File: config.mk
export PLATFORM = sky130hd
export DESIGN_NAME = frame_request_gen
export DESIGN_NICKNAME = d
export VERILOG_FILES = /design/src/rtl/frame_req_pkg.sv /design/src/rtl/frame_request_gen_rise_detect.sv /design/src/rtl/frame_request_gen.sv
export SDC_FILE = /design/constraint.sdc
export NUM_CORES = 1
export LEC_CHECK = 0
export BUFFER_PORTS_ARGS = -buffer_cell sky130_fd_sc_hd__buf_2
export CORE_AREA = 2 2 105 107
export DETAILED_ROUTE_END_ITERATION = 10
export DIE_AREA = 0 0 107 109
export GPL_TIMING_DRIVEN = 0
export PLACE_DENSITY = 0.73
export SETUP_SLACK_MARGIN = 0.4
export SYNTH_ARGS = -nofsm -noshare
export SYNTH_HDL_FRONTEND = slang
export SYNTH_SLANG_ARGS = --single-unit
File: constraint.sdc
create_clock -name clk -period 4 [get_ports clk]
set_input_delay 0.4 -clock clk [delete_from_list [all_inputs] [get_ports clk]]
set_output_delay 0.4 -clock clk [all_outputs]
set_load 0.05 [all_outputs]
File: src/rtl/frame_req_pkg.sv
// rtl/frame_req_pkg.sv - shared types and TDATA field layout for frame_request_gen
// Contents: FSM state enum, row/frame field offsets and widths within TDATA.
package frame_req_pkg;

    typedef enum logic [1:0] {
        IDLE = 2'd0,
        SEND = 2'd1,
        GAP  = 2'd2
    } state_t;

    localparam int ROW_LSB   = 0;
    localparam int ROW_W     = 8;
    localparam int FRAME_LSB = 16;
    localparam int FRAME_W   = 16;

endpackage

File: src/rtl/frame_request_gen_rise_detect.sv
// rtl/frame_request_gen_rise_detect.sv - one-flop rising-edge detector for the trigger input
// Ports: clk, reset (sync, active-high), din (level input), rise (high for the cycle
// in which din is 1 and was 0 on the previous clock).
module rise_detect (
    input  logic clk,
    input  logic reset,
    input  logic din,
    output logic rise
);

    logic din_q;
    logic armed;

    // armed only becomes 1 once din has been seen low, so a level held high
    // across reset never looks like a fresh edge when reset is released.
    always_ff @(posedge clk) begin
        if (reset) begin
            din_q <= 1'b0;
            armed <= ~din;
        end else begin
            din_q <= din;
            armed <= armed | ~din;
        end
    end

    assign rise = din & ~din_q & armed;

endmodule

File: src/rtl/frame_request_gen.sv
// rtl/frame_request_gen.sv - triggered multi-frame row-request generator on an AXI-Stream master
// Ports: clk, reset (sync, active-high); BUTTON trigger level (rising edge starts a run);
// FRAME_COUNT frames per run (0 = continuous); STOP ends a run at the next frame boundary;
// BUSY run in progress; AXIS_TX_TDATA/TVALID/TLAST/TREADY request stream
// (TDATA[7:0] row, TDATA[31:16] frame, other bits 0).
module frame_request_gen
    import frame_req_pkg::*;
#(
    parameter int DATA_WIDTH     = 256,
    parameter int ROWS_PER_FRAME = 8,
    parameter int FIRST_FRAME    = 12,
    parameter int GAP_CYCLES     = 0
) (
    input  logic                  clk,
    input  logic                  reset,
    input  logic                  BUTTON,
    input  logic [7:0]            FRAME_COUNT,
    input  logic                  STOP,
    output logic                  BUSY,
    output logic [DATA_WIDTH-1:0] AXIS_TX_TDATA,
    output logic                  AXIS_TX_TVALID,
    output logic                  AXIS_TX_TLAST,
    input  logic                  AXIS_TX_TREADY
);

    if (DATA_WIDTH < 32 || ROWS_PER_FRAME < 1 || ROWS_PER_FRAME > 256 ||
        GAP_CYCLES < 0 || GAP_CYCLES > 255) begin : g_param_check
        $error("frame_request_gen: illegal parameter combination");
    end

    localparam logic [ROW_W-1:0]   ROW_LAST   = ROW_W'(ROWS_PER_FRAME - 1);
    localparam logic [7:0]         GAP_LAST   = (GAP_CYCLES > 0) ? 8'(GAP_CYCLES - 1) : 8'd0;
    localparam logic [FRAME_W-1:0] FRAME_INIT = FRAME_W'(FIRST_FRAME);
    localparam logic               ONE_ROW    = (ROWS_PER_FRAME == 1);

    state_t               state, state_n;
    logic [ROW_W-1:0]     row, row_n;
    logic [FRAME_W-1:0]   frame, frame_n;
    logic [7:0]           frames_left, frames_left_n;
    logic                 continuous, continuous_n;
    logic [7:0]           gap_cnt, gap_cnt_n;
    logic                 tvalid, tvalid_n;
    logic                 tlast, tlast_n;
    logic                 busy, busy_n;
    logic                 start;

    rise_detect u_rise (
        .clk   (clk),
        .reset (reset),
        .din   (BUTTON),
        .rise  (start)
    );

    always_ff @(posedge clk) begin
        if (reset) begin
            state       <= IDLE;
            row         <= '0;
            frame       <= FRAME_INIT;
            frames_left <= '0;
            continuous  <= 1'b0;
            gap_cnt     <= '0;
            tvalid      <= 1'b0;
            tlast       <= 1'b0;
            busy        <= 1'b0;
        end else begin
            state       <= state_n;
            row         <= row_n;
            frame       <= frame_n;
            frames_left <= frames_left_n;
            continuous  <= continuous_n;
            gap_cnt     <= gap_cnt_n;
            tvalid      <= tvalid_n;
            tlast       <= tlast_n;
            busy        <= busy_n;
        end
    end

    always_comb begin
        state_n       = state;
        row_n         = row;
        frame_n       = frame;
        frames_left_n = frames_left;
        continuous_n  = continuous;
        gap_cnt_n     = gap_cnt;
        tvalid_n      = tvalid;
        tlast_n       = tlast;
        busy_n        = busy;

        unique case (state)
            IDLE: begin
                if (start) begin
                    state_n       = SEND;
                    frames_left_n = FRAME_COUNT;
                    continuous_n  = (FRAME_COUNT == 8'd0);
                    row_n         = '0;
                    tvalid_n      = 1'b1;
                    tlast_n       = ONE_ROW;
                    busy_n        = 1'b1;
                end
            end

            SEND: begin
                if (tvalid && AXIS_TX_TREADY) begin
                    if (row != ROW_LAST) begin
                        row_n   = row + 1'b1;
                        tlast_n = (row + 1'b1 == ROW_LAST);
                    end else begin
                        frame_n = frame + 1'b1;
                        row_n   = '0;
                        if (!continuous) begin
                            frames_left_n = frames_left - 1'b1;
                        end
                        if (STOP || (!continuous && frames_left == 8'd1)) begin
                            state_n  = IDLE;
                            tvalid_n = 1'b0;
                            tlast_n  = 1'b0;
                            busy_n   = 1'b0;
                        end else if (GAP_CYCLES == 0) begin
                            tvalid_n = 1'b1;
                            tlast_n  = ONE_ROW;
                        end else begin
                            state_n   = GAP;
                            tvalid_n  = 1'b0;
                            tlast_n   = 1'b0;
                            gap_cnt_n = '0;
                        end
                    end
                end
            end

            GAP: begin
                if (STOP) begin
                    state_n = IDLE;
                    busy_n  = 1'b0;
                end else if (gap_cnt == GAP_LAST) begin
                    state_n  = SEND;
                    tvalid_n = 1'b1;
                    tlast_n  = ONE_ROW;
                end else begin
                    gap_cnt_n = gap_cnt + 1'b1;
                end
            end

            default: begin
                state_n  = IDLE;
                tvalid_n = 1'b0;
                tlast_n  = 1'b0;
                busy_n   = 1'b0;
            end
        endcase
    end

    always_comb begin
        AXIS_TX_TDATA                        = '0;
        AXIS_TX_TDATA[ROW_LSB +: ROW_W]     = row;
        AXIS_TX_TDATA[FRAME_LSB +: FRAME_W] = frame;
    end

    assign AXIS_TX_TVALID = tvalid;
    assign AXIS_TX_TLAST  = tlast;
    assign BUSY           = busy;

endmodule

======== Yosys cells after proc, flatten, opt, wreduce, memory -nomap -nowiden ========
Index checks and enable logic that the tools add are counted.
operators by class
  add/subtract/negate cells ............... 4
  equality and inequality tests ........... 14
  muxes and demuxes ....................... 35
  bitwise operators ....................... 8
  reduce and logical (&&, ||, !) cells .... 17
operators with widths
  kind                     count
  $mux W8                  7
  $pmux W8 S2              2
  $reduce_and A5 Y1        4
  $add A16 B1 Y16 const B  1
  $add A8 B1 Y8 const B    2
  $logic_not A8 Y1         2
  $mux W1                  16
  $ne A2 B2 Y1 const B     8
  $mux W2                  6
  $pmux W1 S3              3
  $reduce_and A3 Y1        3
  $eq A8 B1 Y1 const B     1
  $eq A8 B3 Y1 const B     1
  $ne A8 B3 Y1 const B     1
  $sub A8 B1 Y8 const B    1
  $pmux W2 S3              1
  $not A1 Y1               5
  $reduce_and A4 Y1        1
  $ne A3 B3 Y1 const B     1
  $and A1 B1 Y1            2
  $eq A2 B1 Y1 const B     1
  $eq A2 B2 Y1 const B     1
  $logic_and A1 B1 Y1      2
  $logic_not A2 Y1         1
  5 further kinds          5
storage, ports and cells
  flip-flop bits (word level) ............. 48
  input bits .............................. 13
  output and inout port bits .............. 259
  word-level logic and storage cells ...... 89

======== Depth between registers and ports, before layout ========
Gate-level depths: netlist of the first run.
  depth after elaboration ................. 7
  mapped depth ............................ 7
  gate-level depth less buffers ........... 6

======== Cells and area by module ========
A second synthesis of the first run with hierarchy kept.
unflattened totals
  cells, all modules ...................... 499
  area total of the unflattened synthesis .. 3925.0 um^2
by module, submodules not included
  module             instances  cells an instance  area each (um^2)  seq. area each (um^2)
  frame_request_gen  1          492                3862.5            720.7
  rise_detect        1          7                  62.6              40.0

======== Worst setup path after synthesis of the first run ========
OpenSTA, ideal clock, no wires.
  path type ............................... reg2reg
  from .................................... register row[1]
  to ...................................... register frame[5]
  library setup time ...................... 0.071 ns
  arrival ................................. 2.105 ns
  data required time ...................... 3.929 ns
  setup slack ............................. 1.824 ns
  cell stages (with the launch flop) ...... 8
  path buffers ............................ 2
  period minus slack after synthesis ...... 2.176 ns
  path through ............................ dfxtp_1 ha_1 and4bb_1 buf_4 nand4_2 buf_2 or3_1 a21oi_1
between the ends
  word-level cells in the longest chain between the ends .. 3
RTL lines
  what                         RTL line                  RTL
  start: declaration           frame_request_gen.sv:37   logic [ROW_W-1:0] row, row_n;
  start signal: assignment     frame_request_gen.sv:67   row <= row_n;
  $ne A8 B3 Y1                 frame_request_gen.sv:104  if (row != ROW_LAST) begin
  $not A1 Y1 (no line)         -
  $reduce_and A3 Y1 (no line)  -
  end signal: assignment       frame_request_gen.sv:68   frame <= frame_n;
  end: declaration             frame_request_gen.sv:38   logic [FRAME_W-1:0] frame, frame_n;
Every way passes these cells.
A chain may end at the register's enable or synchronous reset.

======== Worst setup path after layout of the first run ========
Same ends and word-level chain as after synthesis.

==> run_results.csv, run 1 <==
group,metric,value,unit
critical_path,path_buf_inv,2,
sta,fmax,465,MHz
sta,hold_viol,0,
cts,cts_root_buffer,"clkbuf_8",
cts,clk_latency,290,ps
critical_path,path_cells,"ha_1 > and4bb_1 > buf_4 > nand4_2 > buf_2 > or3_1 > a21oi_1",
placed_design,placed_area,5130,um2
critical_path,path_delay_family,"simple AND/OR/NAND/NOR gates",
sta,rsz0062_at_grt,"false",
critical_path,critical_path.max_stage_delay,480,ps
synthesis,ys_ff_latch,38,
route,first_pass_iters,4,
placed_design,gp_congestion,0.859,
synthesis,ys_seq_area_share,19.5,%
critical_path,startpoint_type,"flip-flop",
flow_run,drv_cap,0,
placed_design,dpl.hpwl,7040,um
cts,clock_sinks,38,
layout,nets,786,
critical_path,cp.arrival,2360,ps
route,num_vias,3343,
layout,final_core_util,49.1,%
route,drt-total-wl,8510,um
route,drc,0,
cts,cts_hold_buf,0,
layout,n_antenna_cell,0,
route,wl_per_cell,9.37,um
placed_design,portBuffers,38,
global_routing,grt.total_usage,13.2,%
layout,final_area,5210,um2
synthesis,synth_cell_types,50,
pwr,total_leakage_power,2.99,nW
floorplan,start_util,36.7,%
layout,drive_gt1_share,37.9,%
global_routing,antenna_found_initial,0,
cts,post_cts.repair.setup_buffers,0,
synthesis,ys_warn_count,0,
sta,clock_skew,11.5,ps
run_status,outcome,"finished, final reports clean",
synthesis,netlist_instances,492,
sta,tns,0,ps
global_routing,grt_max_degree,12,
synthesis,netlist_area,3890,um2
synthesis,synth_edf_count,0,
floorplan,rows,38,
floorplan,io_pins,272,
critical_path,reg2reg_slack,1850,ps
sta,max_slew.worst_pin.slew,586,ps
floorplan,dieArea,11700,um2
critical_path,critical-path-slowest-cell,"dfxtp_1",
critical_path,worstSetupPathType,"reg2reg",
route,drt_iter0_markers,110,
pwr,p_per_area,270,nW/um2
sta,period_minus_slack,2150,ps
cts,cts_tree,"done",
sta,post-route-period-util,53.8,%
critical_path,cp-end-kind,"flip-flop",
cts,ctsResizeCount,0,
synthesis,ys.flop_type,"dfxtp_1",
layout,num-fill-cells,1075,
route,antenna_left,0,
cts,path_clk_slew,80,ps
global_routing,grt_pass1_wl,12600,um
sta,slew-limit-headroom,60.8,%
critical_path,crit_fanout,10,
hold_path,hold_class,"in2reg",
critical_path,required,4210,ps
global_routing,grt_pass1_vias,2584,
floorplan,die_w,107,um
synthesis,ys_async_sr_fraction,0,%
floorplan,core,10600,um2
sta,setup_viol,0,
cts,cts_buffer_depth,2,
synthesis,synth.avg_cell_area,7.92,um2
route,viasPerCell,3.68,
cts,htree_num_levels,2,
cts,numCtsBuffers,5,
sta,drv_slew,0,
floorplan,dieHeight,109,um
layout,syn2layout_area_growth,33.7,%
pwr,peakVddDrop,0.141,mV
global_routing,grt.overflow.total,0,
pwr,totalPowerFinal,1.41,mW
[per-stage QoR]
| step | hold slack [ps] | std cells | setup WS [ps] |
|---|---|---|---|
| 4_1_cts | 313 | 908 | 1870 |
| 2_1_floorplan | 458 | 723 | 1820 |
| 3_5_place_dp | 490 | 901 | 1920 |
| 5_1_grt | 330 | 908 | 1690 |
| 6_report | 320 | 908 | 1850 |
| 3_3_place_gp | 477 | 901 | 1900 |
[synth_stat cells, drive strengths merged (2+ instances only)]
cell type  number  area, um2
a21oi          26        130
nor2b           4       25.0
ha              5       62.6
buf           239       1780
nand4          11       75.1
mux2            3       33.8
nor3b           3       22.5
and4bb          2       25.0
a41oi           2       17.5
and4            3       26.3
a22oi           2       15.0
nor2           13       48.8
nand2          18       67.6
nor4            5       31.3
or3             5       31.3
or4            11       82.6
a31oi           4       25.0
nand3          13       65.1
inv             9       33.8
and3            6       37.5
a311oi          7       61.3
nor3            6       41.3
o31ai           9       67.6
mux2i           4       40.0
nand2b          2       12.5
o211ai          2       15.0
dfxtp          38        761
xor2            4       35.0
clkbuf         10       37.5
o21ai          10       53.8
[cell usage in the layout (no fill, tap or decap), types with 6 or more instances in the layout]
cell type and n:
a21oi_1 26, a311oi_1 7, and3_1 6, buf_2 44, buf_4 233, clkbuf_1 11
conb_1 232, dfxtp_1 38, inv_1 9, nand2_1 18, nand3_1 13, nand4_1 10
nor2_1 13, o21ai_0 9, o31ai_1 9, or4_1 11
[power by group]
group / total [mW] / internal [mW] / switching (mW)
clock network: 0.262 / 0.120 / 0.142
registers: 0.399 / 0.388 / 0.0108
logic: 0.748 / 0.187 / 0.560
total: 1.41 / 0.695 / 0.713
[registers in the layout, summed over array words and instances, names as in the netlist]
signal,cells
frame,16
frames_left,8
row,8
AXIS_TX_TLAST,1
AXIS_TX_TVALID,1
BUSY,1
continuous,1
u_rise.armed,1
u_rise.din_q,1
[area by class of cell]
type / instances / area, um2 / area share (%)
plain buffers: 249 / 1820 / 34.9
repair buffers: 38 / 190 / 3.65
inverters: 9 / 33.8 / 0.649
multi-input cells: 427 / 2150 / 41.3
flip-flops and latches: 38 / 761 / 14.6
well taps: 140 / 175 / 3.36
clock inverters: 1 / 7.51 / 0.144
clock buffers: 6 / 72.6 / 1.39
[kinds of logic after synthesis]
| kind of cell | Yosys count | share of synthesized area, % |
|---|---|---|
| AND/OR/NAND/NOR | 110 | 17.0 |
| other | 1 | 0.0963 |
| XOR/XNOR | 5 | 1.12 |
| adder cells (fa/ha/maj) | 5 | 1.61 |
| buffers and inverters | 258 | 47.5 |
| multiplexers | 7 | 1.90 |
| AO/OA/AOI/OAI | 68 | 11.2 |
| flip-flops | 38 | 19.5 |
[final timing paths]
kind,from,end,cells past startpoint
worst min-delay path,BUTTON,u_rise.armed$_DFF_P_,2
worst max-delay path,row[1]$_SDFFE_PP0P_,frame[5]$_SDFFE_PP0P_,7
worst max register to register,row[1]$_SDFFE_PP0P_,frame[5]$_SDFFE_PP0P_,7
worst min register to register,u_rise.armed$_DFF_P_,u_rise.armed$_DFF_P_,2
[metal layers]
| layer | global-route usage, % | part of all wire [%] |
|---|---|---|
| met3 | 3.47 | 9.4 |
| met2 | 24.2 | 51 |
| met5 | 0 | 0 |
| met4 | 2.97 | 0.80 |
| met1 | 15.4 | 39 |
Note: power is estimated with default switching activity, not from simulation.
==> inputs of run 2 (changes only) <==
--- a/config.mk
+++ b/config.mk
@@ -5,10 +5,11 @@
 export SDC_FILE = /design/constraint.sdc
 export NUM_CORES = 1
 export LEC_CHECK = 0
+export ABC_AREA = 1
 export BUFFER_PORTS_ARGS = -buffer_cell sky130_fd_sc_hd__buf_2
-export CORE_AREA = 2 2 105 107
+export CORE_AREA = 2 2 106 108
 export DETAILED_ROUTE_END_ITERATION = 10
-export DIE_AREA = 0 0 107 109
+export DIE_AREA = 0 0 108 110
 export GPL_TIMING_DRIVEN = 0
 export PLACE_DENSITY = 0.73
 export SETUP_SLACK_MARGIN = 0.4
==> constraint.sdc (replaced) <==
create_clock -name clk -period 2.1 [get_ports clk]
set_input_delay 0.21 -clock clk [delete_from_list [all_inputs] [get_ports clk]]
set_output_delay 0.21 -clock clk [all_outputs]
set_load 0.05 [all_outputs]
==> run_results.csv, run 2 <==
group,metric,value,unit
route,wl_per_cell,8.43,um
route,first_pass_iters,4,
pwr,peakVddDrop,0.260,mV
sta,clock_skew,4.95,ps
synthesis,yosysTopAreaCell,"buf_4",
route,drt-total-wl,8320,um
route,antenna_left,0,
global_routing,grt_max_degree,12,
placed_design,placed_area,5240,um2
placed_design,portBuffers,39,
layout,drive_gt1_share,36.0,%
cts,htree_num_levels,2,
layout,finalNonFillerCells,988,
pwr,clockPowerShare,18.1,%
route,drc,0,
synthesis,synth-compound-area-share,7.69,%
flow_run,drv_cap,0,
synthesis,yosys.area_share.simple,21.4,%
synthesis,yosys.area_share.adder,1.57,%
floorplan,rows,38,
sta,setup_viol,0,
synthesis,netlist_instances,568,
global_routing,antenna_found_initial,0,
run_status,outcome,"finished, final reports clean",
sta,post-route-period-util,74.7,%
placed_design,gp_congestion,0.876,
floorplan,core,10700,um2
layout,n_antenna_cell,0,
synthesis,synth.avg_cell_area,7.01,um2
pwr,p_per_area,514,nW/um2
synthesis,synthMuxAreaShare,0,%
layout,final_cell_mix,"buf_4, conb_1, nand2_1",
synthesis,ys.flop_type,"dfxtp_1",
synthesis,synthXorXnorAreaFrac,1.32,%
synthesis,netlist_area,3980,um2
pwr,power.switching,1.40,mW
cts,cts_tree,"done",
sta,slew-limit-headroom,61.7,%
cts,cts_root_buffer,"clkbuf_8",
cts,numCtsBuffers,5,
global_routing,grt_pass1_wl,12100,um
pwr,total_leakage_power,3.22,nW
layout,nets,865,
route,drt_iter0_markers,72,
sta,hold_viol,0,
layout,final_common_cell,"buf_4",
critical_path,required,2250,ps
floorplan,die_w,108,um
synthesis,synth_cell_types,37,
layout,largest_register_ffs,16,
layout,reg_top3,"frame x16, frames_left x8, row x8",
layout,num-fill-cells,1109,
sta,tns,0,ps
placed_design,post-place-ws,383,ps
critical_path,worstSetupPathType,"reg2reg",
sta,max_slew.worst_pin.slew,575,ps
route,viasPerCell,3.46,
synthesis,ys_seq_area_share,19.1,%
synthesis,ys_warn_count,0,
placed_design,dpl.hpwl,7140,um
pwr,share_seq_of_total_power,27.7,%
synthesis,ys_ff_latch,38,
layout,top_register,"frame",
layout,final_area,5340,um2
cts,cts_hold_buf,0,
critical_path,cp.arrival,1720,ps
sta,drv_slew,0,
synthesis,synth_top_family_by_area,"buffers and inverters",
sta,fmax,638,MHz
critical_path,cp-end-kind,"flip-flop",
synthesis,synth_top_area_share,43.7,%
cts,clk_latency,290,ps
pwr,internal_power,1.34,mW
floorplan,io_pins,272,
synthesis,synthTopCellsByArea,"buf_4, dfxtp_1, nand2_1",
sta,period_minus_slack,1570,ps
pwr,netSwitchingFraction,51.1,%
sta,setup_ws,532,ps
global_routing,grt.overflow.total,0,
synthesis,ys_async_sr_fraction,0,%
cts,path_clk_slew,80,ps
floorplan,dieHeight,110,um
critical_path,startpoint_type,"flip-flop",
route,num_vias,3421,
floorplan,start_util,37.2,%
sta,rsz0062_at_grt,"true",
cts,clock_sinks,38,
placed_design,placed_cells,978,
synthesis,ys_top_cells_by_count,"buf_4, nand2_1, inv_1",
pwr,combPwrFrac,54.2,%
floorplan,dieArea,11900,um2
global_routing,grt.total_usage,12.6,%
layout,syn2layout_area_growth,34.1,%
hold_path,hold_class,"in2reg",
synthesis,synth_edf_count,0,
critical_path,crit_fanout,7,
global_routing,grt_pass1_vias,2665,
pwr,totalPowerFinal,2.75,mW
cts,cts_buffer_depth,2,
synthesis,yosysMostFrequentCell,"buf_4",
run 2: worst paths after layout:
kind | from | to | slack, ps | depth (start not counted)
setup / recovery | row[0]$_SDFFE_PP0P_ | frame[15]$_SDFFE_PP0P_ | 530 | 8
hold / removal | BUTTON | u_rise.armed$_DFF_P_ | 110 | 2
setup reg to reg | row[0]$_SDFFE_PP0P_ | frame[15]$_SDFFE_PP0P_ | 530 | 8
hold reg to reg | u_rise.armed$_DFF_P_ | u_rise.armed$_DFF_P_ | 460 | 2
run 2: repair_timing:
action                                 in CTS  in global routing
setup endpoints to repair                   7                 11
endpoints found under the hold margin       0                  0
resized for setup                           1                  2
pin swaps                                   2                  1
setup buffers                               2                  0
run 2: final cells by class:
type / instances / area, um2 / share of cell area, %
multi-input combinational: 481 / 2160 / 40.3
buffer: 238 / 1790 / 33.5
sequential: 38 / 774 / 14.5
timing repair buffer: 41 / 210 / 3.93
tap: 140 / 175 / 3.28
inverter: 42 / 158 / 2.95
clock buffer: 6 / 72.6 / 1.36
clock inverter: 2 / 8.76 / 0.164
run 2: per-stage QoR:
step,utilization (%),hold WS (ps)
final,50.0,107
after global routing,50.0,99.5
after CTS,49.9,94.7
after detailed placement,48.9,412
after global placement,48.9,406
after floorplan,-,279
run 2: cell families after synthesis:
kind of cell,Yosys count
buffers and inverters,280
and+or+nand+nor,181
AOI/OAI and AO/OA,57
DFF,38
xor gates and xnor gates,6
adders and majority gates,5
other,1
run 2: per-layer routing:
layer | global-route usage [%] | up-vias | wire length, um
li1 | - | 1879 | -
met4 | 3.21 | 0 | 81
met2 | 23.6 | 174 | 4110
met3 | 3.23 | 9 | 953
met1 | 14.2 | 1359 | 3180
met5 | 0 | - | 0
run 2: power by group through the flow:
| stage | registers (mW) | logic [mW] | clock network, mW |
|---|---|---|---|
| 6_report | 0.761 | 1.49 | 0.498 |
| 5_1_grt | 0.764 | 1.57 | 0.534 |
| 4_1_cts | 0.760 | 1.46 | 0.517 |
| 3_5_place_dp | 0.777 | 1.46 | 0 |
| 3_3_place_gp | 0.777 | 1.46 | 0 |
| 2_1_floorplan | 0.793 | 1.39 | 0 |
run 2: worst max-delay path: stages (launching register included):
cell     delay, ps
dfxtp_4        380
ha_4           150
nand2_2         90
nor2_4         130
nand2_4        110
nor3_4         290
inv_2          130
nand2_1         80
a21oi_1         60
==> inputs of run 3 (changes only) <==
--- a/config.mk
+++ b/config.mk
@@ -7,11 +7,11 @@
 export LEC_CHECK = 0
 export ABC_AREA = 1
 export BUFFER_PORTS_ARGS = -buffer_cell sky130_fd_sc_hd__buf_2
-export CORE_AREA = 2 2 106 108
+export CORE_AREA = 2 2 105 107
 export DETAILED_ROUTE_END_ITERATION = 10
-export DIE_AREA = 0 0 108 110
+export DIE_AREA = 0 0 107 109
 export GPL_TIMING_DRIVEN = 0
-export PLACE_DENSITY = 0.73
+export PLACE_DENSITY = 0.77
 export SETUP_SLACK_MARGIN = 0.4
 export SYNTH_ARGS = -nofsm -noshare
 export SYNTH_HDL_FRONTEND = slang
==> constraint.sdc (replaced) <==
create_clock -name clk -period 1.25 [get_ports clk]
set_input_delay 0.125 -clock clk [delete_from_list [all_inputs] [get_ports clk]]
set_output_delay 0.125 -clock clk [all_outputs]
set_load 0.05 [all_outputs]
==> run_results.csv, run 3 (same netlist as run 2, synthesis figures left out) <==
group,metric,value,unit
layout,syn2layout_area_growth,55.8,%
pwr,totalPowerFinal,4.77,mW
floorplan,core,10600,um2
critical_path,reg2reg_slack,-240,ps
global_routing,grt_pass1_wl,13600,um
run_status,outcome,"finished with violations",
global_routing,grt.total_usage,14.4,%
hold_path,hold_class,"in2reg",
critical_path,path_depth,8,
cts,path_clk_slew,80,ps
hold_path,hold_path_depth,2,
sta,fmax,673,MHz
cts,cts_tree,"done",
placed_design,post-place-ws,-332,ps
layout,largest_register_ffs,16,
route,drt-total-wl,9250,um
critical_path,reg2reg_to,"frame[7]$_SDFFE_PP0P_",
sta,period_minus_slack,1490,ps
pwr,netSwitchingFraction,51.0,%
route,wl_per_cell,9.17,um
global_routing,grt_pass1_vias,3062,
route,antenna_left,0,
sta,max_slew.worst_pin.slew,689,ps
layout,final_common_cell,"buf_4",
critical_path,critical_path.max_stage_delay,360,ps
floorplan,start_util,37.6,%
critical_path,r2r_cells,8,
critical_path,startpoint_type,"flip-flop",
placed_design,portBuffers,39,
floorplan,die_w,107,um
floorplan,dieArea,11700,um2
hold_path,min_from,"BUTTON",
pwr,p_per_area,768,nW/um2
placed_design,placed_area,5320,um2
sta,clock_skew,5.43,ps
sta,setup_ws,-236,ps
flow_run,drv_cap,0,
cts,cts_buffer_depth,2,
layout,nets,886,
critical_path,cp-end-kind,"flip-flop",
cts,numCtsBuffers,5,
critical_path,path_delay_family,"simple AND/OR/NAND/NOR gates",
layout,reg_top3,"frame x16, frames_left x8, row x8",
placed_design,dpl.hpwl,7210,um
critical_path,path_buf_inv,0,
floorplan,io_pins,272,
cts,htree_num_levels,2,
pwr,peakVddDrop,0.448,mV
pwr,internal_power,2.33,mW
cts,cts_root_buffer,"clkbuf_8",
global_routing,antenna_found_initial,0,
critical_path,cp_common_cell,"nand2_4",
critical_path,worstSetupPathType,"reg2reg",
cts,clk_latency,290,ps
sta,setup_viol,32,
layout,final_core_util,58.5,%
layout,n_antenna_cell,0,
critical_path,cp.arrival,1650,ps
sta,hold_viol,0,
pwr,power.switching,2.43,mW
route,drt_iter0_markers,84,
floorplan,rows,38,
layout,final_cell_mix,"buf_4, conb_1, nand2_1",
critical_path,required,1410,ps
route,num_vias,3630,
sta,post-route-period-util,119,%
critical_path,r2r-start,"row[0]$_SDFFE_PP0P_",
layout,top_register,"frame",
global_routing,grt_max_degree,12,
route,viasPerCell,3.60,
placed_design,gp_congestion,0.877,
pwr,clockPowerShare,17.6,%
pwr,combPwrFrac,56.1,%
run_status,violations,"setup timing",
sta,rsz0062_at_grt,"true",
pwr,total_leakage_power,3.55,nW
sta,drv_slew,0,
cts,clock_sinks,38,
route,drc,0,
sta,hold_slack,24.3,ps
pwr,share_seq_of_total_power,26.3,%
hold_path,hold_end,"u_rise.armed$_DFF_P_",
critical_path,path_cells,"ha_4 > nand2_4 > nor2_4 > nand2_4 > nor2_8 > nand3b_4 > xor2_2 > nor2_1",
layout,final_area,6210,um2
layout,drive_gt1_share,47.9,%
critical_path,crit_fanout,6,
route,first_pass_iters,4,
global_routing,grt.overflow.total,0,
sta,slew-limit-headroom,54.1,%
critical_path,critical-path-slowest-cell,"dfxtp_4",
floorplan,dieHeight,109,um
run 3: worst max path at each step:
stage | from | endpoint
3_3_place_gp | row[1]$_SDFFE_PP0P_ | frame[4]$_SDFFE_PP0P_
3_5_place_dp | row[1]$_SDFFE_PP0P_ | frame[4]$_SDFFE_PP0P_
5_1_grt | row[0]$_SDFFE_PP0P_ | frames_left[2]$_SDFFE_PP0P_
6_report | row[0]$_SDFFE_PP0P_ | frame[7]$_SDFFE_PP0P_
2_1_floorplan | row[1]$_SDFFE_PP0P_ | frame[11]$_SDFFE_PP0P_
4_1_cts | row[1]$_SDFFE_PP0P_ | frame[15]$_SDFFE_PP0P_
run 3: layout make-up:
cell class / count / area [um2]
buffer: 238 / 1800
fill: 975 / 4400
clock buffer: 8 / 80.1
sequential: 38 / 852
tap: 140 / 175
timing repair buffer: 62 / 689
inverter: 42 / 168
multi-input combinational: 481 / 2450
run 3: stage by stage:
stage / cells / TNS (ps)
2_1_floorplan: 799 / -6610
3_3_place_gp: 978 / -6360
3_5_place_dp: 978 / -6510
4_1_cts: 1002 / -4740
5_1_grt: 1009 / -8350
6_report: 1009 / -5380
run 3: power by group through the flow:
stage                     Clock, mW  Sequential, mW  Combinational (mW)
final                         0.839            1.25                2.67
after global routing          0.919            1.26                2.81
after CTS                     0.872            1.26                2.58
after detailed placement          0            1.30                2.47
after global placement            0            1.30                2.47
after floorplan                   0            1.33                2.34
run 3: what timing repair did:
action / CTS / global route
pin swaps: 17 / 24
buffers inserted: 16 / 7
hold buffers: 0 / 0
endpoints found under the setup margin: 63 / 63
gates resized for setup: 146 / 54
run 3: metal layers:
layer / track usage, % / vias up / wire length, um
met3: 3.83 / 8 / 875
met1: 15.4 / 1546 / 3410
met4: 4.08 / 0 / 81
met2: 27.7 / 161 / 4880
li1: - / 1915 / -
met5: 0 / - / 0
run 3: worst register-to-register path: stages, from the launching register on:
cell and delay (ps):
dfxtp_4 360, ha_4 140, nand2_4 50, nor2_4 130, nand2_4 110, nor2_8 230
nand3b_4 120, xor2_2 150, nor2_1 50
